$ cat src/rtl/vx_csr_access_ctrl.sv
// ---------------------------------------------------------------------------
// vx_csr_access_ctrl
//
// CSR read-modify-write controller for one issue slot. A request is accepted,
// the CSR is read combinationally in the same cycle, and the old and new
// values are captured into a single stage. The new value is written back one
// cycle later (WRITE state). The old value is returned to the destination
// register through a valid/ready response. The response is held in the HOLD
// state while the consumer stalls.
//
// Handshake semantics (both request and response sides):
//   A transfer happens on a rising clk edge where valid & ready are both 1.
//   ready may depend combinationally on the partner's signals.
//   - req_ready depends on rsp_ready and on the request fields (hazard check).
//   - While rsp_valid & ~rsp_ready, every rsp_* field is held stable.
//
// Optional feature (macro VX_CSR_RAW_BYPASS_EN):
//   undefined (default): any read-after-write hazard on the in-flight write
//                        stalls the request until the write has retired.
//   defined            : an exact (addr, wid) match is resolved by forwarding
//                        the pending new value as the old value. Matches that
//                        exist only through the fflags/frm/fcsr alias group
//                        still stall.
//
// Ports:
//   clk, reset          clock; synchronous active-high reset
//   req_*               request: op (0=RW,1=RS,2=RC,3=read-only), addr,
//                       wid, uuid, rd, immediate / rs1 source operand
//   read_*              CSR read port; read_data returns in the same cycle
//   write_*             CSR write port; storage samples it on the clk edge
//   rsp_*               writeback response carrying the old CSR value
//   busy                request pending or stage 1 occupied
//   dbg_state           stage-1 state: 0=IDLE, 1=WRITE, 2=HOLD
// ---------------------------------------------------------------------------
module vx_csr_access_ctrl #(
    parameter int CSR_ADDR_BITS = 12,
    parameter int NW_BITS       = 2,
    parameter int UUID_BITS     = 44,
    parameter int RD_BITS       = 5
) (
    input  logic                     clk,
    input  logic                     reset,

    input  logic                     req_valid,
    output logic                     req_ready,
    input  logic [1:0]               req_op,
    input  logic [CSR_ADDR_BITS-1:0] req_addr,
    input  logic [NW_BITS-1:0]       req_wid,
    input  logic [UUID_BITS-1:0]     req_uuid,
    input  logic [RD_BITS-1:0]       req_rd,
    input  logic                     req_use_imm,
    input  logic [4:0]               req_imm,
    input  logic [31:0]              req_rs1_data,

    output logic                     read_enable,
    output logic [CSR_ADDR_BITS-1:0] read_addr,
    output logic [NW_BITS-1:0]       read_wid,
    output logic [UUID_BITS-1:0]     read_uuid,
    input  logic [31:0]              read_data,

    output logic                     write_enable,
    output logic [CSR_ADDR_BITS-1:0] write_addr,
    output logic [NW_BITS-1:0]       write_wid,
    output logic [UUID_BITS-1:0]     write_uuid,
    output logic [31:0]              write_data,

    output logic                     rsp_valid,
    input  logic                     rsp_ready,
    output logic [RD_BITS-1:0]       rsp_rd,
    output logic [NW_BITS-1:0]       rsp_wid,
    output logic [UUID_BITS-1:0]     rsp_uuid,
    output logic [31:0]              rsp_data,

    output logic                     busy,
    output logic [1:0]               dbg_state
);

    typedef enum logic [1:0] {
        ST_IDLE  = 2'd0,
        ST_WRITE = 2'd1,
        ST_HOLD  = 2'd2
    } state_e;

    localparam logic [1:0] OP_RW = 2'd0;
    localparam logic [1:0] OP_RS = 2'd1;
    localparam logic [1:0] OP_RC = 2'd2;

    state_e state_q, state_d;

    // Stage-1 captured instruction (no reset needed: only observed while
    // the state machine says the stage is occupied).
    logic [RD_BITS-1:0]       rd_q;
    logic [NW_BITS-1:0]       wid_q;
    logic [UUID_BITS-1:0]     uuid_q;
    logic [CSR_ADDR_BITS-1:0] addr_q;
    logic [31:0]              old_q;
    logic [31:0]              new_q;
    logic                     wen_q;

    logic [31:0] src_val;
    logic [31:0] old_val;
    logic [31:0] new_val;
    logic        wen_val;
    logic        accept;
    logic        pend_write;
    logic        exact_match;
    logic        alias_match;
    logic        stall;

    // fflags (0x001), frm (0x002) and fcsr (0x003) are views of the same
    // underlying state, so any two of them conflict.
    function automatic logic is_fp_csr(input logic [CSR_ADDR_BITS-1:0] a);
        return (a == CSR_ADDR_BITS'(1)) || (a == CSR_ADDR_BITS'(2)) ||
               (a == CSR_ADDR_BITS'(3));
    endfunction

    assign src_val = req_use_imm ? {27'd0, req_imm} : req_rs1_data;

    // Only a write that will actually be issued this cycle can conflict.
    assign pend_write  = (state_q == ST_WRITE) && wen_q;
    assign exact_match = pend_write && (req_wid == wid_q) && (req_addr == addr_q);
    assign alias_match = pend_write && (req_wid == wid_q) &&
                         is_fp_csr(req_addr) && is_fp_csr(addr_q);

`ifdef VX_CSR_RAW_BYPASS_EN
    assign stall   = alias_match && !exact_match;
    assign old_val = exact_match ? new_q : read_data;
`else
    assign stall   = exact_match || alias_match;
    assign old_val = read_data;
`endif

    assign req_ready = ((state_q == ST_IDLE) || rsp_ready) && !stall;
    assign accept    = req_valid && req_ready;

    assign read_enable = accept;
    assign read_addr   = req_addr;
    assign read_wid    = req_wid;
    assign read_uuid   = req_uuid;

    // Set/clear with a zero operand is a pure read and must not write.
    always_comb begin
        new_val = old_val;
        wen_val = 1'b0;
        case (req_op)
            OP_RW: begin
                new_val = src_val;
                wen_val = 1'b1;
            end
            OP_RS: begin
                new_val = old_val | src_val;
                wen_val = (src_val != 32'd0);
            end
            OP_RC: begin
                new_val = old_val & ~src_val;
                wen_val = (src_val != 32'd0);
            end
            default: begin
                new_val = old_val;
                wen_val = 1'b0;
            end
        endcase
    end

    always_ff @(posedge clk) begin
        if (reset) begin
            state_q <= ST_IDLE;
        end else begin
            state_q <= state_d;
        end
    end

    always_ff @(posedge clk) begin
        if (accept) begin
            rd_q   <= req_rd;
            wid_q  <= req_wid;
            uuid_q <= req_uuid;
            addr_q <= req_addr;
            old_q  <= old_val;
            new_q  <= new_val;
            wen_q  <= wen_val;
        end
    end

    always_comb begin
        state_d      = state_q;
        rsp_valid    = 1'b0;
        write_enable = 1'b0;
        case (state_q)
            ST_IDLE: begin
                if (accept) state_d = ST_WRITE;
            end
            ST_WRITE, ST_HOLD: begin
                rsp_valid = 1'b1;
                if (rsp_ready) begin
                    state_d = accept ? ST_WRITE : ST_IDLE;
                end else begin
                    state_d = ST_HOLD;
                end
            end
            default: begin
                state_d = ST_IDLE;
            end
        endcase
        // The write fires only on the first cycle in stage 1; a reset in
        // that cycle abandons the instruction before it touches the CSR.
        if ((state_q == ST_WRITE) && wen_q && !reset) begin
            write_enable = 1'b1;
        end
    end

    assign write_addr = addr_q;
    assign write_wid  = wid_q;
    assign write_uuid = uuid_q;
    assign write_data = new_q;

    assign rsp_rd   = rd_q;
    assign rsp_wid  = wid_q;
    assign rsp_uuid = uuid_q;
    assign rsp_data = old_q;

    assign busy      = req_valid || (state_q != ST_IDLE);
    assign dbg_state = state_q;

endmodule

$ cat config.mk
export PLATFORM = sky130hd
export DESIGN_NAME = vx_csr_access_ctrl
export DESIGN_NICKNAME = d
export VERILOG_FILES = /design/src/rtl/vx_csr_access_ctrl.sv
export SDC_FILE = /design/constraint.sdc
export NUM_CORES = 1
export LEC_CHECK = 0
export ABC_AREA = 1
export BUFFER_PORTS_ARGS = -buffer_cell sky130_fd_sc_hd__buf_4
export CAP_MARGIN = 20
export CORE_MARGIN = 10
export CORE_UTILIZATION = 39
export DETAILED_ROUTE_END_ITERATION = 12
export PLACE_DENSITY = 0.87
export SETUP_SLACK_MARGIN = 0.4
export SYNTH_ARGS = -nofsm -noshare
export SYNTH_HDL_FRONTEND = slang
export SYNTH_SLANG_ARGS = --single-unit
$ cat constraint.sdc
create_clock -name clk -period 4.8 [get_ports clk]
set_input_delay 0.96 -clock clk [delete_from_list [all_inputs] [get_ports clk]]
set_output_delay 0.96 -clock clk [all_outputs]
set_load 0.05 [all_outputs]
# After elaboration in Yosys (flattened, before gate mapping)
# Cells that the tools add are included.
# op_classes
addsub	0
mul	0
div_mod_pow	0
magnitude_cmp	0
n_eq_ne	13
shift	0
n_mux	9
bitwise	3
reduce_logical	23
# op_table
cell	count
32-bit case mux with 3 select lines	1
12-bit by 2-bit == test with 1-bit output, second input constant	4
32-bit AND	1
32-bit two-way mux	1
32-bit NOT	1
32-bit bitwise OR	1
32-bit nonzero test	1
12-bit by 1-bit == test with 1-bit output, second input constant	2
12-bit == test	1
1-bit logical AND	8
1-bit logical OR	7
2-bit by 1-bit == test with 1-bit output, second input constant	2
2-bit == test, second input constant	2
2-bit logical NOT	2
2-bit two-way mux	2
2-bit case mux with 2 select lines	1
2-bit OR reduction	2
1-bit two-way mux	3
2-bit == test	1
1-bit logical NOT	2
2-bit inequality test, second input constant	1
1-bit case mux with 2 select lines	1
2-bit nonzero test	1
# totals
regBits	130
latch_bits	0
ram_bits	0
romBits	0
inputBits	139
out_inout_bits	238
elab_cells	56
mem_count	0

# Logic depth before layout (Yosys ltp)
# Gate-level depths: netlist of the first run.
# logic_depth
depth_word	12
depth_mapped	12
depth_no_buf	12

# Worst setup path before layout of the first run
# No wires, ideal clock.
# synth_timing
path_kind	input-to-output
startpoint	input req_addr[11]
endpoint	output read_enable
t_arrival_ns	4.258
required_ns	3.840
path_slack_ns	-0.418
stages	9
path_cell_list	nand2_1 inv_1 o21ai_0 nor2_1 nand3_1 nand2_1 nand2_2 nand3_2 inv_1
# synth_via
elab_chain_cells	9
word_cells_on_any_way	13
classes_between	eq/ne: 4; reduce/logical: 9
# synth_rtl
item	line_no	text
start, declared	47	input logic [CSR_ADDR_BITS-1:0] req_addr,
12-bit by 1-bit == test with 1-bit output or 12-bit by 2-bit == test with 1-bit output (tied branches)	113	return (a == CSR_ADDR_BITS'(1)) || (a == CSR_ADDR_BITS'(2)) ||
1-bit logical OR (2 in series)	113	
1-bit logical AND	122	assign alias_match = pend_write && (req_wid == wid_q) &&
1-bit logical AND	123	is_fp_csr(req_addr) && is_fp_csr(addr_q);
1-bit logical OR (*)	129	assign stall = exact_match || alias_match;
1-bit logical NOT (*)	133	assign req_ready = ((state_q == ST_IDLE) || rsp_ready) && !stall;
1-bit logical AND (*)	133	
1-bit logical AND (*)	134	assign accept = req_valid && req_ready;
end, declared	55	output logic read_enable,
# Mark *: on every way between the ends. The rest lies on a longest branch, timed or not.

# Final worst setup path of the first run
# layout_timing
startpoint	input req_addr[8]
endpoint	output read_enable
# Same word-level chain as after synthesis.

==> flow_summary.html, run 1 <==
<table>
<tr><th>Metric</th><th>Value</th></tr>
<tr><th colspan="2">Drt</th></tr>
<tr><td>ANT nets after route</td><td>0</td></tr>
<tr><td>Vias/cell</td><td>4.64</td></tr>
<tr><td>Total length of routed wires</td><td>21300 um</td></tr>
<tr><td>Number of vias after detailed routing</td><td>4860</td></tr>
<tr><td>Routed len/inst</td><td>20.4 um</td></tr>
<tr><td>Number of iterations in the first detailed-routing pass</td><td>5</td></tr>
<tr><td>DRC violation count after routing</td><td>0</td></tr>
<tr><td>Starting DRT DRC Count</td><td>292</td></tr>
<tr><th colspan="2">Clocking</th></tr>
<tr><td>Clock-pin transition on the worst setup and hold timing paths</td><td>0.06 ns</td></tr>
<tr><td>Clock sinks</td><td>130</td></tr>
<tr><td>Clock buffer count from CTS</td><td>17</td></tr>
<tr><td>TritonCTS clock tree</td><td>done</td></tr>
<tr><td># H-tree levels</td><td>4</td></tr>
<tr><td># Post-CTS Setup Buffers</td><td>0</td></tr>
<tr><td>Post-CTS Resized</td><td>0</td></tr>
<tr><td>Hold-fix buffer count after cts</td><td>0</td></tr>
<tr><td>Buffers from clock root to sink, at most</td><td>2</td></tr>
<tr><td>Clock network latency to the later pin of the worst-skew pair</td><td>0.41 ns</td></tr>
<tr><td>CTS root buffer</td><td>clkbuf_16</td></tr>
<tr><th colspan="2">Run</th></tr>
<tr><td>MaxCap Viol Count</td><td>0</td></tr>
<tr><th colspan="2">Placed design</th></tr>
<tr><td>Buffers added on ports</td><td>376</td></tr>
<tr><td>Post-DP HPWL</td><td>17300 um</td></tr>
<tr><td>Area post-placement</td><td>8390 um^2</td></tr>
<tr><td>Dpl ws</td><td>1.59 ns</td></tr>
<tr><td>DP Cell Count</td><td>1014</td></tr>
<tr><td>Routability Congestion</td><td>0.863</td></tr>
<tr><th colspan="2">Hold path</th></tr>
<tr><td>Worst min-delay path class</td><td>flop to flop</td></tr>
<tr><td>Worst Hold Endpoint</td><td>dbg_state[0]</td></tr>
<tr><td>Number of instances on the worst hold path</td><td>2</td></tr>
<tr><td>Critical hold path startpoint</td><td>dbg_state[0]</td></tr>
<tr><th colspan="2">Timing</th></tr>
<tr><td>Period utilization</td><td>66.5%</td></tr>
<tr><td>Final Worst Setup Slack</td><td>1.61 ns</td></tr>
<tr><td>Setup repair after global routing missed its margin</td><td>false</td></tr>
<tr><td>Worst hold slack</td><td>0.562 ns</td></tr>
<tr><td>Post-Route Skew</td><td>0.00984 ns</td></tr>
<tr><td>Final Hold Violating Endpoints</td><td>0</td></tr>
<tr><td>Tmin final</td><td>3.19 ns</td></tr>
<tr><td>Total negative slack</td><td>0 ns</td></tr>
<tr><td>Highest attainable clock frequency</td><td>313 MHz</td></tr>
<tr><td>Setup violation total in the final timing report</td><td>0</td></tr>
<tr><td>Tightest Pin Transition</td><td>0.858 ns</td></tr>
<tr><td>Relative slew margins</td><td>42.8%</td></tr>
<tr><td>Final-report max-slew violation count</td><td>0</td></tr>
<tr><th colspan="2">Setup path</th></tr>
<tr><td>Most used cell, CP</td><td>nand2_1</td></tr>
<tr><td>Category of the critical setup timing path</td><td>primary input to output pin</td></tr>
<tr><td>Setup slack, reg-to-reg</td><td>2.42 ns</td></tr>
<tr><td>CP Data Arrival Time</td><td>2.23 ns</td></tr>
<tr><td>Kind of cell with the highest combined delay on the critical path</td><td>simple AND/OR/NAND/NOR gates</td></tr>
<tr><td>Type of destination of the critical path</td><td>output pin</td></tr>
<tr><td>Worst EP required</td><td>3.84 ns</td></tr>
<tr><td>Largest incremental delay on the critical path</td><td>0.24 ns</td></tr>
<tr><td>Path length in cells of the critical path</td><td>12</td></tr>
<tr><td>Worst path cell trace</td><td>buf_4 &gt; nor2_2 &gt; inv_1 &gt; nand2_1 &gt; nand2_1 &gt; nor2_1 &gt; nand3_1 &gt; nand2_1 &gt; nand2_2 &gt; nand3_2 &gt; clkinvlp_4 &gt; buf_4</td></tr>
<tr><td>R2r worst-path depth</td><td>7</td></tr>
<tr><td>Nature of the critical path startpoint</td><td>primary input</td></tr>
<tr><td>Worst path buffer plus inverter count</td><td>4</td></tr>
<tr><td>Crit Path Max Fanout</td><td>4</td></tr>
<tr><td>Cell with the largest stage delay on the worst path</td><td>buf_4</td></tr>
<tr><td>Reg-to-reg endpoint</td><td>rsp_rd[2]</td></tr>
<tr><td>Start of the worst register-to-register path</td><td>dbg_state[0]</td></tr>
<tr><th colspan="2">Synthesis</th></tr>
<tr><td>EDFF count, synth</td><td>128</td></tr>
<tr><td>Proportion of synthesized flip-flops having asynchronous set or reset</td><td>0%</td></tr>
<tr><td>Number of synthesized register bits</td><td>130</td></tr>
<tr><td>Combined area of all synthesized cells</td><td>6130 um^2</td></tr>
<tr><td>Count of distinct cell types in the synthesized netlist</td><td>30</td></tr>
<tr><td>Nets in the synthesized netlist</td><td>688</td></tr>
<tr><td>Sequential area share after synthesis</td><td>63.4%</td></tr>
<tr><td>Total number of yosys warnings</td><td>0</td></tr>
<tr><td>Top flip-flop cell by instance count after synthesis</td><td>edfxtp_1</td></tr>
<tr><td>Syn Inst Count</td><td>542</td></tr>
<tr><td>Post-synthesis area per instance</td><td>11.3 um^2</td></tr>
<tr><th colspan="2">Floorplan</th></tr>
<tr><td>Die outline area</td><td>21100 um^2</td></tr>
<tr><td>Die X-Extent</td><td>145 um</td></tr>
<tr><td>Number of cell rows</td><td>45</td></tr>
<tr><td>Initial core utilization</td><td>40.0%</td></tr>
<tr><td>Count of pins on the block boundary</td><td>377</td></tr>
<tr><td>Core region area</td><td>15300 um^2</td></tr>
<tr><td>Chip height</td><td>145 um</td></tr>
<tr><th colspan="2">Global route</th></tr>
<tr><td>Wire length of the first global-routing pass</td><td>31600 um</td></tr>
<tr><td>Number of antenna violations at the first check in global routing</td><td>0</td></tr>
<tr><td>Global routing's busiest layer</td><td>met2</td></tr>
<tr><td>Via count of the first global-routing pass</td><td>5001</td></tr>
<tr><td>Global Route Usage Sum</td><td>19.4%</td></tr>
<tr><td>Overall overflow remaining after global route</td><td>0</td></tr>
<tr><td>Grt met2 use</td><td>34.0%</td></tr>
<tr><td>Pin count of the biggest net entering global routing</td><td>129</td></tr>
<tr><td>Met1 layer usage reported by global route</td><td>20.4%</td></tr>
<tr><td>Met3 layer usage reported by global route</td><td>8.60%</td></tr>
<tr><th colspan="2">Cells and area</th></tr>
<tr><td>Diode count</td><td>0</td></tr>
<tr><td>Net count reported at finish</td><td>969</td></tr>
<tr><td>Commonest non-fill, non-tap cell in the layout</td><td>buf_4</td></tr>
<tr><td>Top library cells by usage in the layout, fill and taps aside</td><td>buf_4 (378), edfxtp_1 (128), nand2_1 (94), inv_1 (63), nor2_1 (29)</td></tr>
<tr><td>Share of layout cells above drive strength 1</td><td>51.1%</td></tr>
<tr><td>Non-Filler Instances</td><td>1047</td></tr>
<tr><td>Summed area of non-filler cells in the final layout</td><td>9000 um^2</td></tr>
<tr><td>Post-synthesis to final-layout area growth</td><td>47.0%</td></tr>
<tr><th colspan="2">Power and ir drop</th></tr>
<tr><td>Power density of the placed cells</td><td>449 nW/um^2</td></tr>
<tr><td>LEAKAGE</td><td>4.21 nW</td></tr>
<tr><td>Worst VDD drop</td><td>0.000246 V</td></tr>
<tr><th colspan="2">Status</th></tr>
<tr><td>Run status</td><td>completed</td></tr>
</table>
## metal layers
metal	part of all wire [%]	routed length [um]
met2	52	11100
met1	35	7420
met4	2.3	485
met3	11	2310
met5	0	0
## cell usage after synthesis (all sizes together), types with 3 or more instances
library cell / n / share of area [%]
edfxtp: 128 / 63
inv: 69 / 4.3
ha: 7 / 1.4
nor4: 3 / 0.41
nand2: 95 / 5.9
clkbuf: 5 / 0.31
o21ai: 24 / 2.0
o31ai: 10 / 1.2
o22ai: 17 / 1.7
nor2: 31 / 2.0
nand3: 5 / 0.49
a21oi: 21 / 1.8
nand4: 7 / 0.71
buf: 112 / 14
## state kept, by name, summed over array words and instances (netlist names)
register    flops
rsp_uuid       44
write_data     32
dbg_state       2
rsp_rd          5
rsp_wid         2
rsp_data       32
write_addr     12
wen_q           1
## how the worst max path moves through the flow
stage	to	slack, ns	from
after CTS	read_enable	1.58	req_addr[8]
final	read_enable	1.61	req_addr[8]
after floorplan	read_enable	0.65	req_addr[8]
after global placement	read_enable	1.61	req_addr[8]
after detailed placement	read_enable	1.59	req_addr[8]
after global routing	read_enable	1.45	req_addr[8]
## report_power, final
| group | internal [mW] | switching, mW |
|---|---|---|
| clock network | 0.820 | 0.491 |
| logic | 0.349 | 0.917 |
| registers | 1.40 | 0.0581 |
| total | 2.57 | 1.47 |
## final cells by class
class	instances	area, um^2
Fill cell	1278	6310
Sequential cell	130	3880
Timing Repair Buffer	379	2860
Multi-Input combinational cell	226	1120
Clock buffer	17	425
Inverter	69	265
Tap cell	211	264
Clock inverter	15	181
## worst register-to-register path, delay by kind of cell (launching register included)
kind	cells	cell delay, ns
fa+ha+maj	1	0.17
buf+inv	2	0.42
flops	1	0.42
simple gates	4	0.68
## cell families (layout without fill, tap and decap cells)
family	count (synthesis)	after routing	synth area share, %
simple gates	145	145	9.91
xor+xnor	1	1	0.143
flops	130	130	63.4
compound gates	73	73	6.82
fa+ha+maj	7	7	1.43
buf+inv	186	480	18.3
## per-stage QoR
step	utilization, %	total power, mW
final	58.8	4.04
after global routing	58.8	4.19
after CTS	58.7	4.08
after detailed placement	54.8	2.76
after global placement	54.8	2.74
after floorplan	-	2.38
Power figures use the tool's default switching activity.
==> inputs of run 2 (changes only) <==
--- a/config.mk
+++ b/config.mk
@@ -5,13 +5,13 @@
 export SDC_FILE = /design/constraint.sdc
 export NUM_CORES = 1
 export LEC_CHECK = 0
-export ABC_AREA = 1
+export ABC_AREA = 0
 export BUFFER_PORTS_ARGS = -buffer_cell sky130_fd_sc_hd__buf_4
 export CAP_MARGIN = 20
-export CORE_MARGIN = 10
-export CORE_UTILIZATION = 39
+export CORE_AREA = 10 10 137 139
 export DETAILED_ROUTE_END_ITERATION = 12
-export PLACE_DENSITY = 0.87
+export DIE_AREA = 0 0 147 149
+export PLACE_DENSITY = 0.82
 export SETUP_SLACK_MARGIN = 0.4
 export SYNTH_ARGS = -nofsm -noshare
 export SYNTH_HDL_FRONTEND = slang
==> constraint.sdc (replaced) <==
create_clock -name clk -period 3.05 [get_ports clk]
set_input_delay 0.61 -clock clk [delete_from_list [all_inputs] [get_ports clk]]
set_output_delay 0.61 -clock clk [all_outputs]
set_load 0.05 [all_outputs]
==> run 2 against run 1 <==
Net effect:
- first-iteration DRC count is 22% lower
- utilization is 2.9 points lower
- hold slack worse by 0.18 ns
- clock power is 67% higher
- critical path type is now flop to output pin
- largest cell class unchanged
==> flow_summary.html, run 2 <==
<table>
<tr><th>Metric</th><th>Value</th></tr>
<tr><th colspan="2">Status</th></tr>
<tr><td>Run status</td><td>completed</td></tr>
<tr><th colspan="2">Power and ir drop</th></tr>
<tr><td>Power Internal</td><td>4.12 mW (+60%)</td></tr>
<tr><td>Sequential group share of total power</td><td>36.3% (about the same)</td></tr>
<tr><td>Comb power frac</td><td>28.2% (-3.1 points)</td></tr>
<tr><td>Power density of the placed cells</td><td>685 nW/um^2 (+53%)</td></tr>
<tr><td>Part of the total power dissipated in the clock network</td><td>35.4% (+2.9 points)</td></tr>
<tr><td>PnR Total Power</td><td>6.18 mW (+53%)</td></tr>
<tr><td>Proportion of total power due to net switching</td><td>33.3% (-2.9 points)</td></tr>
<tr><td>LEAKAGE</td><td>4.10 nW (-2.7%)</td></tr>
<tr><td>Total net switching power</td><td>2.06 mW (+41%)</td></tr>
<tr><td>Worst VDD drop</td><td>0.000382 V (+55%)</td></tr>
<tr><th colspan="2">Drt</th></tr>
<tr><td>Number of iterations in the first detailed-routing pass</td><td>4 (-1)</td></tr>
<tr><td>Total length of routed wires</td><td>21200 um (-0.67%)</td></tr>
<tr><td>Routed len/inst</td><td>21.8 um (+7.1%)</td></tr>
<tr><td>Starting DRT DRC Count</td><td>228 (-22%)</td></tr>
<tr><td>ANT nets after route</td><td>0 (unchanged)</td></tr>
<tr><td>Vias/cell</td><td>4.70 (+1.3%)</td></tr>
<tr><td>Number of vias after detailed routing</td><td>4567 (-6.0%)</td></tr>
<tr><td>DRC violation count after routing</td><td>0 (unchanged)</td></tr>
<tr><th colspan="2">Timing</th></tr>
<tr><td>Tightest Pin Transition</td><td>1.05 ns (+0.194 ns)</td></tr>
<tr><td>Final Hold Violating Endpoints</td><td>0 (unchanged)</td></tr>
<tr><td>Setup violation total in the final timing report</td><td>0 (unchanged)</td></tr>
<tr><td>Post-Route Skew</td><td>0.00651 ns (-0.00334 ns)</td></tr>
<tr><td>Total negative slack</td><td>0 ns (unchanged)</td></tr>
<tr><td>Tmin final</td><td>2.59 ns</td></tr>
<tr><td>Final-report max-slew violation count</td><td>0 (unchanged)</td></tr>
<tr><td>Setup repair after global routing missed its margin</td><td>true</td></tr>
<tr><td>Period utilization</td><td>85.0%</td></tr>
<tr><td>Relative slew margins</td><td>29.9% (-13 points)</td></tr>
<tr><td>Highest attainable clock frequency</td><td>386 MHz</td></tr>
<tr><th colspan="2">Synthesis</th></tr>
<tr><td>Count of distinct cell types in the synthesized netlist</td><td>30 (unchanged)</td></tr>
<tr><td>Fraction of synthesized cell area taken by the top area cell type</td><td>64.4% (+1.7 points)</td></tr>
<tr><td>Post-synthesis cell type with the largest combined area</td><td>edfxtp_1</td></tr>
<tr><td>Combined area of all synthesized cells</td><td>5960 um^2 (-2.6%)</td></tr>
<tr><td>Total number of yosys warnings</td><td>0 (unchanged)</td></tr>
<tr><td>Most common library cells after synthesis</td><td>edfxtp_1 (128), buf_4 (104), inv_1 (32)</td></tr>
<tr><td>Post-synthesis area per instance</td><td>13.2 um^2 (+17%)</td></tr>
<tr><td>Most frequent cell after synthesis</td><td>edfxtp_1</td></tr>
<tr><td>Sequential area share after synthesis</td><td>65.1% (+1.7 points)</td></tr>
<tr><td>EDFF count, synth</td><td>128 (unchanged)</td></tr>
<tr><td>Proportion of synthesized flip-flops having asynchronous set or reset</td><td>0% (unchanged)</td></tr>
<tr><td>Top flip-flop cell by instance count after synthesis</td><td>edfxtp_1</td></tr>
<tr><td>Top post-synthesis cells by area</td><td>edfxtp_1 (64%), buf_4 (13%), a22o_1 (4.0%)</td></tr>
<tr><td>Number of synthesized register bits</td><td>130 (unchanged)</td></tr>
<tr><td>Syn Inst Count</td><td>452 (-17%)</td></tr>
<tr><td>Nets in the synthesized netlist</td><td>598 (-13%)</td></tr>
<tr><th colspan="2">Setup path</th></tr>
<tr><td>Category of the critical setup timing path</td><td>flop to output pin</td></tr>
<tr><td>Crit Path Max Fanout</td><td>5 (+1)</td></tr>
<tr><td>Worst EP required</td><td>2.44 ns (-1.40 ns)</td></tr>
<tr><td>Type of destination of the critical path</td><td>output pin</td></tr>
<tr><td>CP Data Arrival Time</td><td>1.98 ns (-0.25 ns)</td></tr>
<tr><td>Nature of the critical path startpoint</td><td>flop</td></tr>
<tr><th colspan="2">Global route</th></tr>
<tr><td>Wire length of the first global-routing pass</td><td>30300 um (-4.1%)</td></tr>
<tr><td>Overall overflow remaining after global route</td><td>0 (unchanged)</td></tr>
<tr><td>Number of antenna violations at the first check in global routing</td><td>0 (unchanged)</td></tr>
<tr><td>Pin count of the biggest net entering global routing</td><td>56 (-57%)</td></tr>
<tr><td>Global Route Usage Sum</td><td>18.3% (-1.0 points)</td></tr>
<tr><td>Via count of the first global-routing pass</td><td>4827 (-3.5%)</td></tr>
<tr><th colspan="2">Floorplan</th></tr>
<tr><td>Initial core utilization</td><td>36.9% (-3.1 points)</td></tr>
<tr><td>Die X-Extent</td><td>147 um (+1.1%)</td></tr>
<tr><td>Core region area</td><td>16200 um^2 (+5.6%)</td></tr>
<tr><td>Number of cell rows</td><td>47 (+4.4%)</td></tr>
<tr><td>Count of pins on the block boundary</td><td>377 (unchanged)</td></tr>
<tr><td>Die outline area</td><td>21900 um^2 (+3.7%)</td></tr>
<tr><td>Chip height</td><td>149 um (+2.5%)</td></tr>
<tr><th colspan="2">Cells and area</th></tr>
<tr><td>Net count reported at finish</td><td>885 (-8.7%)</td></tr>
<tr><td>Diode count</td><td>0 (unchanged)</td></tr>
<tr><td>Share of layout cells above drive strength 1</td><td>57.3% (+6.2 points)</td></tr>
<tr><td>Non-Filler Instances</td><td>971 (-7.3%)</td></tr>
<tr><td>Summed area of non-filler cells in the final layout</td><td>9030 um^2 (+0.33%)</td></tr>
<tr><td>Top library cells by usage in the layout, fill and taps aside</td><td>buf_4 (383), edfxtp_1 (128), inv_1 (31), o21ai_0 (28)</td></tr>
<tr><td>Largest register FFs</td><td>44 (unchanged)</td></tr>
<tr><td>Post-synthesis to final-layout area growth</td><td>51.4%</td></tr>
<tr><td>Commonest non-fill, non-tap cell in the layout</td><td>buf_4</td></tr>
<tr><th colspan="2">Clocking</th></tr>
<tr><td>Clock-pin transition on the worst setup and hold timing paths</td><td>0.06 ns (about the same)</td></tr>
<tr><td>Buffers from clock root to sink, at most</td><td>2 (unchanged)</td></tr>
<tr><td>Clock buffer count from CTS</td><td>17 (unchanged)</td></tr>
<tr><td># H-tree levels</td><td>4 (unchanged)</td></tr>
<tr><td>CTS root buffer</td><td>clkbuf_16</td></tr>
<tr><td>Clock network latency to the later pin of the worst-skew pair</td><td>0.41 ns (about the same)</td></tr>
<tr><td>Clock sinks</td><td>130 (unchanged)</td></tr>
<tr><td>TritonCTS clock tree</td><td>done</td></tr>
<tr><td>Hold-fix buffer count after cts</td><td>0 (unchanged)</td></tr>
<tr><th colspan="2">Placed design</th></tr>
<tr><td>Area post-placement</td><td>8300 um^2 (-1.0%)</td></tr>
<tr><td>Buffers added on ports</td><td>376 (unchanged)</td></tr>
<tr><td>Post-DP HPWL</td><td>17100 um (-1.0%)</td></tr>
<tr><td>DP Cell Count</td><td>936 (-7.7%)</td></tr>
<tr><td>Routability Congestion</td><td>0.832 (-3.6%)</td></tr>
<tr><th colspan="2">Hold path</th></tr>
<tr><td>Worst min-delay path class</td><td>primary input to flop</td></tr>
<tr><th colspan="2">Run</th></tr>
<tr><td>MaxCap Viol Count</td><td>0 (unchanged)</td></tr>
</table>
==> run 2: path summary, 6_finish.rpt <==
kind	from	endpoint	slack [ns]	depth (start not counted)
hold reg to reg	dbg_state[1]	dbg_state[1]	0.55	2
setup reg to reg	dbg_state[1]	rsp_uuid[19]	0.76	8
hold / removal	req_rd[2]	rsp_rd[2]	0.38	1
setup / recovery	write_addr[10]	read_enable	0.46	5
==> run 2: cell type report <==
type | count | area [um^2]
sequential | 130 | 3890
timing repair buffer | 385 | 2910
clock inverter | 14 | 211
multi-input combinational | 173 | 1200
inverter | 32 | 120
tap | 220 | 275
fill | 1326 | 7140
clock buffer | 17 | 425
==> run 2: power groups by stage <==
stage	registers [mW]	logic, mW	clock network (mW)
floorplan	2.79	0.673	0
global placement	2.27	1.72	0
detailed placement	2.28	1.74	0
CTS	2.25	1.75	2.24
global route	2.26	1.81	2.34
finish	2.25	1.75	2.19
==> run 2: cell families after synthesis <==
| family | Yosys count | synth area share [%] |
|---|---|---|
| buffers and inverters | 149 | 15.9 |
| flip-flops | 130 | 65.1 |
| AND/OR/NAND/NOR | 73 | 5.96 |
| AO/OA/AOI/OAI | 69 | 7.80 |
| XOR/XNOR | 14 | 2.06 |
| multiplexers | 10 | 1.68 |
| adder cells (fa/ha/maj) | 7 | 1.47 |
==> run 2: metrics by stage <==
step           setup WS, ns  hold slack (ns)  utilization, %
2_1_floorplan         0.174            0.630               -
3_3_place_gp          0.530            0.526            51.3
3_5_place_dp          0.432            0.549            51.3
4_1_cts               0.405            0.353            55.6
5_1_grt               0.377            0.355            55.9
6_report              0.459            0.381            55.9
==> run 2: critical path: stages (launching register included) <==
cell	delay [ns]
edfxtp_1	0.44
nor4_2	0.28
nand4_1	0.21
o31a_1	0.35
o21a_4	0.15
buf_8	0.15
==> run 2: metal layers <==
| metal | vias to the layer above | wire length (um) | track usage [%] |
|---|---|---|---|
| li1 | 2096 | - | - |
| met5 | - | 0 | 0 |
| met4 | 0 | 393 | 5.90 |
| met2 | 268 | 11300 | 32.8 |
| met1 | 2180 | 7560 | 19.0 |
| met3 | 23 | 1920 | 7.89 |
==> run 2: repair_timing <==
| item | 4_1_cts | 5_1_grt |
|---|---|---|
| setup endpoints to repair | 2 | 2 |
| cloned | 0 | 0 |
| gates resized for setup | 9 | 5 |
| pin swaps | 3 | 6 |
| setup buffers | 1 | 3 |
==> inputs of run 3 (changes only) <==
--- a/config.mk
+++ b/config.mk
@@ -8,9 +8,9 @@
 export ABC_AREA = 0
 export BUFFER_PORTS_ARGS = -buffer_cell sky130_fd_sc_hd__buf_4
 export CAP_MARGIN = 20
-export CORE_AREA = 10 10 137 139
+export CORE_AREA = 10 10 139 141
 export DETAILED_ROUTE_END_ITERATION = 12
-export DIE_AREA = 0 0 147 149
+export DIE_AREA = 0 0 149 151
 export PLACE_DENSITY = 0.82
 export SETUP_SLACK_MARGIN = 0.4
 export SYNTH_ARGS = -nofsm -noshare
==> constraint.sdc (replaced) <==
create_clock -name clk -period 2.38 [get_ports clk]
set_input_delay 0.476 -clock clk [delete_from_list [all_inputs] [get_ports clk]]
set_output_delay 0.476 -clock clk [all_outputs]
set_load 0.05 [all_outputs]
==> run 3 against run 2 <==
Net effect:
- the flow now finishes with violations (setup timing)
- clock power up 23%
- hold slack worse by 0.13 ns
- global-route usage up 0.39 points
- highest routed layer unchanged
- cell area up 10%
- total power up 33%
- first-iteration DRC count up 19%
- non-clock buffer count up 45
- via count up 4.2%
- sequential share of layout area down 4.0 points
- die area up 2.7%
==> flow_summary.html, run 3 (same netlist as run 2, synthesis figures left out) <==
<table>
<tr><th>Metric</th><th>Value</th></tr>
<tr><th colspan="2">Global route</th></tr>
<tr><td>Via count of the first global-routing pass</td><td>4917 (+1.9%)</td></tr>
<tr><td>Global Route Usage Sum</td><td>18.7% (+0.39 points)</td></tr>
<tr><td>Met1 layer usage reported by global route</td><td>19.7% (+0.80 points)</td></tr>
<tr><td>Wire length of the first global-routing pass</td><td>31500 um (+4.0%)</td></tr>
<tr><td>Met3 layer usage reported by global route</td><td>7.19% (-0.70 points)</td></tr>
<tr><td>Overall overflow remaining after global route</td><td>0 (unchanged)</td></tr>
<tr><td>Global routing's busiest layer</td><td>met2</td></tr>
<tr><td>Pin count of the biggest net entering global routing</td><td>35 (-38%)</td></tr>
<tr><td>Grt met2 use</td><td>33.8% (+0.95 points)</td></tr>
<tr><td>Number of antenna violations at the first check in global routing</td><td>0 (unchanged)</td></tr>
<tr><th colspan="2">Floorplan</th></tr>
<tr><td>Die outline area</td><td>22500 um^2 (+2.7%)</td></tr>
<tr><td>Count of pins on the block boundary</td><td>377 (unchanged)</td></tr>
<tr><td>Chip height</td><td>151 um (+1.3%)</td></tr>
<tr><td>Die X-Extent</td><td>149 um (+1.4%)</td></tr>
<tr><td>Core region area</td><td>16500 um^2 (+1.8%)</td></tr>
<tr><td>Number of cell rows</td><td>47 (unchanged)</td></tr>
<tr><td>Initial core utilization</td><td>36.2% (-0.66 points)</td></tr>
<tr><th colspan="2">Clocking</th></tr>
<tr><td>TritonCTS clock tree</td><td>done</td></tr>
<tr><td>Hold-fix buffer count after cts</td><td>0 (unchanged)</td></tr>
<tr><td>CTS root buffer</td><td>clkbuf_16</td></tr>
<tr><td>Clock-pin transition on the worst setup and hold timing paths</td><td>0.06 ns (about the same)</td></tr>
<tr><td>Clock network latency to the later pin of the worst-skew pair</td><td>0.40 ns (about the same)</td></tr>
<tr><td>Clock sinks</td><td>130 (unchanged)</td></tr>
<tr><td># H-tree levels</td><td>4 (unchanged)</td></tr>
<tr><td>Clock buffer count from CTS</td><td>17 (unchanged)</td></tr>
<tr><td>Buffers from clock root to sink, at most</td><td>2 (unchanged)</td></tr>
<tr><th colspan="2">Power and ir drop</th></tr>
<tr><td>LEAKAGE</td><td>4.54 nW (+11%)</td></tr>
<tr><td>Total net switching power</td><td>2.74 mW (+33%)</td></tr>
<tr><td>Power density of the placed cells</td><td>824 nW/um^2 (+20%)</td></tr>
<tr><td>Comb power frac</td><td>32.1% (+3.9 points)</td></tr>
<tr><td>Power Internal</td><td>5.48 mW (+33%)</td></tr>
<tr><td>Sequential group share of total power</td><td>35.0% (-1.3 points)</td></tr>
<tr><td>Worst VDD drop</td><td>0.000436 V (+14%)</td></tr>
<tr><td>Part of the total power dissipated in the clock network</td><td>32.9% (-2.5 points)</td></tr>
<tr><td>Proportion of total power due to net switching</td><td>33.3% (-0.052 points)</td></tr>
<tr><th colspan="2">Setup path</th></tr>
<tr><td>Largest incremental delay on the critical path</td><td>0.44 ns (about the same)</td></tr>
<tr><td>CP Data Arrival Time</td><td>2.02 ns (+0.04 ns)</td></tr>
<tr><td>Category of the critical setup timing path</td><td>flop to output pin</td></tr>
<tr><td>Nature of the critical path startpoint</td><td>flop</td></tr>
<tr><td>Worst path cell trace</td><td>nor4_2 &gt; nand4_1 &gt; o31a_1 &gt; o21a_4 &gt; buf_8</td></tr>
<tr><td>Cell with the largest stage delay on the worst path</td><td>edfxtp_1</td></tr>
<tr><td>Crit Path Max Fanout</td><td>3 (-2)</td></tr>
<tr><td>Worst EP required</td><td>1.90 ns (-0.54 ns)</td></tr>
<tr><td>Type of destination of the critical path</td><td>output pin</td></tr>
<tr><th colspan="2">Placed design</th></tr>
<tr><td>Dpl ws</td><td>0.0675 ns (-0.364 ns)</td></tr>
<tr><td>Routability Congestion</td><td>0.845 (+1.6%)</td></tr>
<tr><td>Buffers added on ports</td><td>376 (unchanged)</td></tr>
<tr><td>Post-DP HPWL</td><td>16900 um (-1.1%)</td></tr>
<tr><td>Area post-placement</td><td>8340 um^2 (+0.47%)</td></tr>
<tr><th colspan="2">Drt</th></tr>
<tr><td>Total length of routed wires</td><td>23200 um (+9.5%)</td></tr>
<tr><td>Number of iterations in the first detailed-routing pass</td><td>5 (+1)</td></tr>
<tr><td>ANT nets after route</td><td>0 (unchanged)</td></tr>
<tr><td>DRC violation count after routing</td><td>0 (unchanged)</td></tr>
<tr><td>Starting DRT DRC Count</td><td>271 (+19%)</td></tr>
<tr><td>Number of vias after detailed routing</td><td>4760 (+4.2%)</td></tr>
<tr><td>Vias/cell</td><td>4.68 (-0.49%)</td></tr>
<tr><td>Routed len/inst</td><td>22.8 um (+4.5%)</td></tr>
<tr><th colspan="2">Cells and area</th></tr>
<tr><td>Post-synthesis to final-layout area growth</td><td>67.1%</td></tr>
<tr><td>Top library cells by usage in the layout, fill and taps aside</td><td>buf_4 (384), edfxtp_1 (128), inv_1 (31)</td></tr>
<tr><td>Net count reported at finish</td><td>930 (+5.1%)</td></tr>
<tr><td>Fillers</td><td>1279 (-3.5%)</td></tr>
<tr><td>Largest register FFs</td><td>44 (unchanged)</td></tr>
<tr><td>Commonest non-fill, non-tap cell in the layout</td><td>buf_4</td></tr>
<tr><td>Summed area of non-filler cells in the final layout</td><td>9970 um^2 (+10%)</td></tr>
<tr><td>Multi-input logic area</td><td>1200 um^2 (-0.10%)</td></tr>
<tr><td>Storage element area</td><td>3890 um^2 (unchanged)</td></tr>
<tr><td>Share of layout cells above drive strength 1</td><td>59.8% (+2.6 points)</td></tr>
<tr><td>Diode count</td><td>0 (unchanged)</td></tr>
<tr><th colspan="2">Status</th></tr>
<tr><td>Violated checks</td><td>setup timing</td></tr>
<tr><td>Run status</td><td>finished, violations left</td></tr>
<tr><th colspan="2">Timing</th></tr>
<tr><td>Relative slew margins</td><td>65.8% (+36 points)</td></tr>
<tr><td>Worst hold slack</td><td>0.251 ns (-0.130 ns)</td></tr>
<tr><td>Tightest Pin Transition</td><td>0.508 ns (-0.543 ns)</td></tr>
<tr><td>Final-report max-slew violation count</td><td>0 (unchanged)</td></tr>
<tr><td>Period utilization</td><td>105%</td></tr>
<tr><td>Setup violation total in the final timing report</td><td>32 (+32)</td></tr>
<tr><td>Tmin final</td><td>2.50 ns</td></tr>
<tr><td>Highest attainable clock frequency</td><td>400 MHz</td></tr>
<tr><td>Final Worst Setup Slack</td><td>-0.120 ns (-0.579 ns)</td></tr>
<tr><td>Post-Route Skew</td><td>0.0106 ns (+0.00408 ns)</td></tr>
<tr><td>Final Hold Violating Endpoints</td><td>0 (unchanged)</td></tr>
<tr><td>Setup repair after global routing missed its margin</td><td>true</td></tr>
<tr><th colspan="2">Hold path</th></tr>
<tr><td>Worst min-delay path class</td><td>primary input to flop</td></tr>
<tr><th colspan="2">Run</th></tr>
<tr><td>MaxCap Viol Count</td><td>0 (unchanged)</td></tr>
</table>
run 3: changes by cell type in the layout (fill, tap and decap cells not counted), sizes merged:
cell      before  now
buf          385  423
clkbuf        17   25
clkinv         8    7
bufinv         5    4
clkinvlp       0    2
run 3: worst paths after layout:
check                 start              to  slack (ns)  cells after the start
min reg2reg    dbg_state[1]    dbg_state[1]        0.50                      2
max          write_addr[10]     read_enable       -0.12                      5
min               req_rd[4]       rsp_rd[4]        0.25                      1
max reg2reg  write_addr[10]  write_data[10]       -0.10                     10
run 3: repair_timing:
item | 4_1_cts | 5_1_grt
buffers inserted | 17 | 5
endpoints found under the setup margin | 129 | 132
pin swaps | 8 | 1
resized for setup | 41 | 18
cloned | 15 | 9
run 3: area by class of cell:
type	instances	area share [%]
sequential	130	39.0
multi-input combinational	173	12.1
tap	220	2.76
clock inverter	14	1.88
timing repair buffer	430	38.8
inverter	32	1.21
clock buffer	18	4.31
run 3: per-layer routing:
| layer | share of wire [%] | wire (um) |
|---|---|---|
| met5 | 0 | 0 |
| met4 | 1.4 | 325 |
| met3 | 9.8 | 2280 |
| met2 | 54 | 12600 |
| met1 | 35 | 8050 |
run 3: power groups by stage:
stage	Combinational [mW]	Clock [mW]	Sequential (mW)
2_1_floorplan	0.865	0	3.58
3_3_place_gp	2.21	0	2.91
3_5_place_dp	2.23	0	2.92
4_1_cts	2.53	2.76	2.87
5_1_grt	2.73	2.86	2.89
6_report	2.64	2.70	2.87
run 3: metrics by stage:
stage          cells  TNS (ns)  power, mW  utilization [%]
2_1_floorplan    452    -39.03       4.45                -
3_3_place_gp     938         0       5.12             50.6
3_5_place_dp     938         0       5.15             50.6
4_1_cts         1002    -0.434       8.16             58.5
5_1_grt         1017     -8.55       8.49             60.5
6_report        1017     -1.01       8.22             60.5
run 3: worst max-delay path, delay by kind of cell, from the launching register on:
kind	cells	cell delay (ns)
compound gates	2	0.51
buf+inv	1	0.15
flops	1	0.44
simple gates	2	0.51
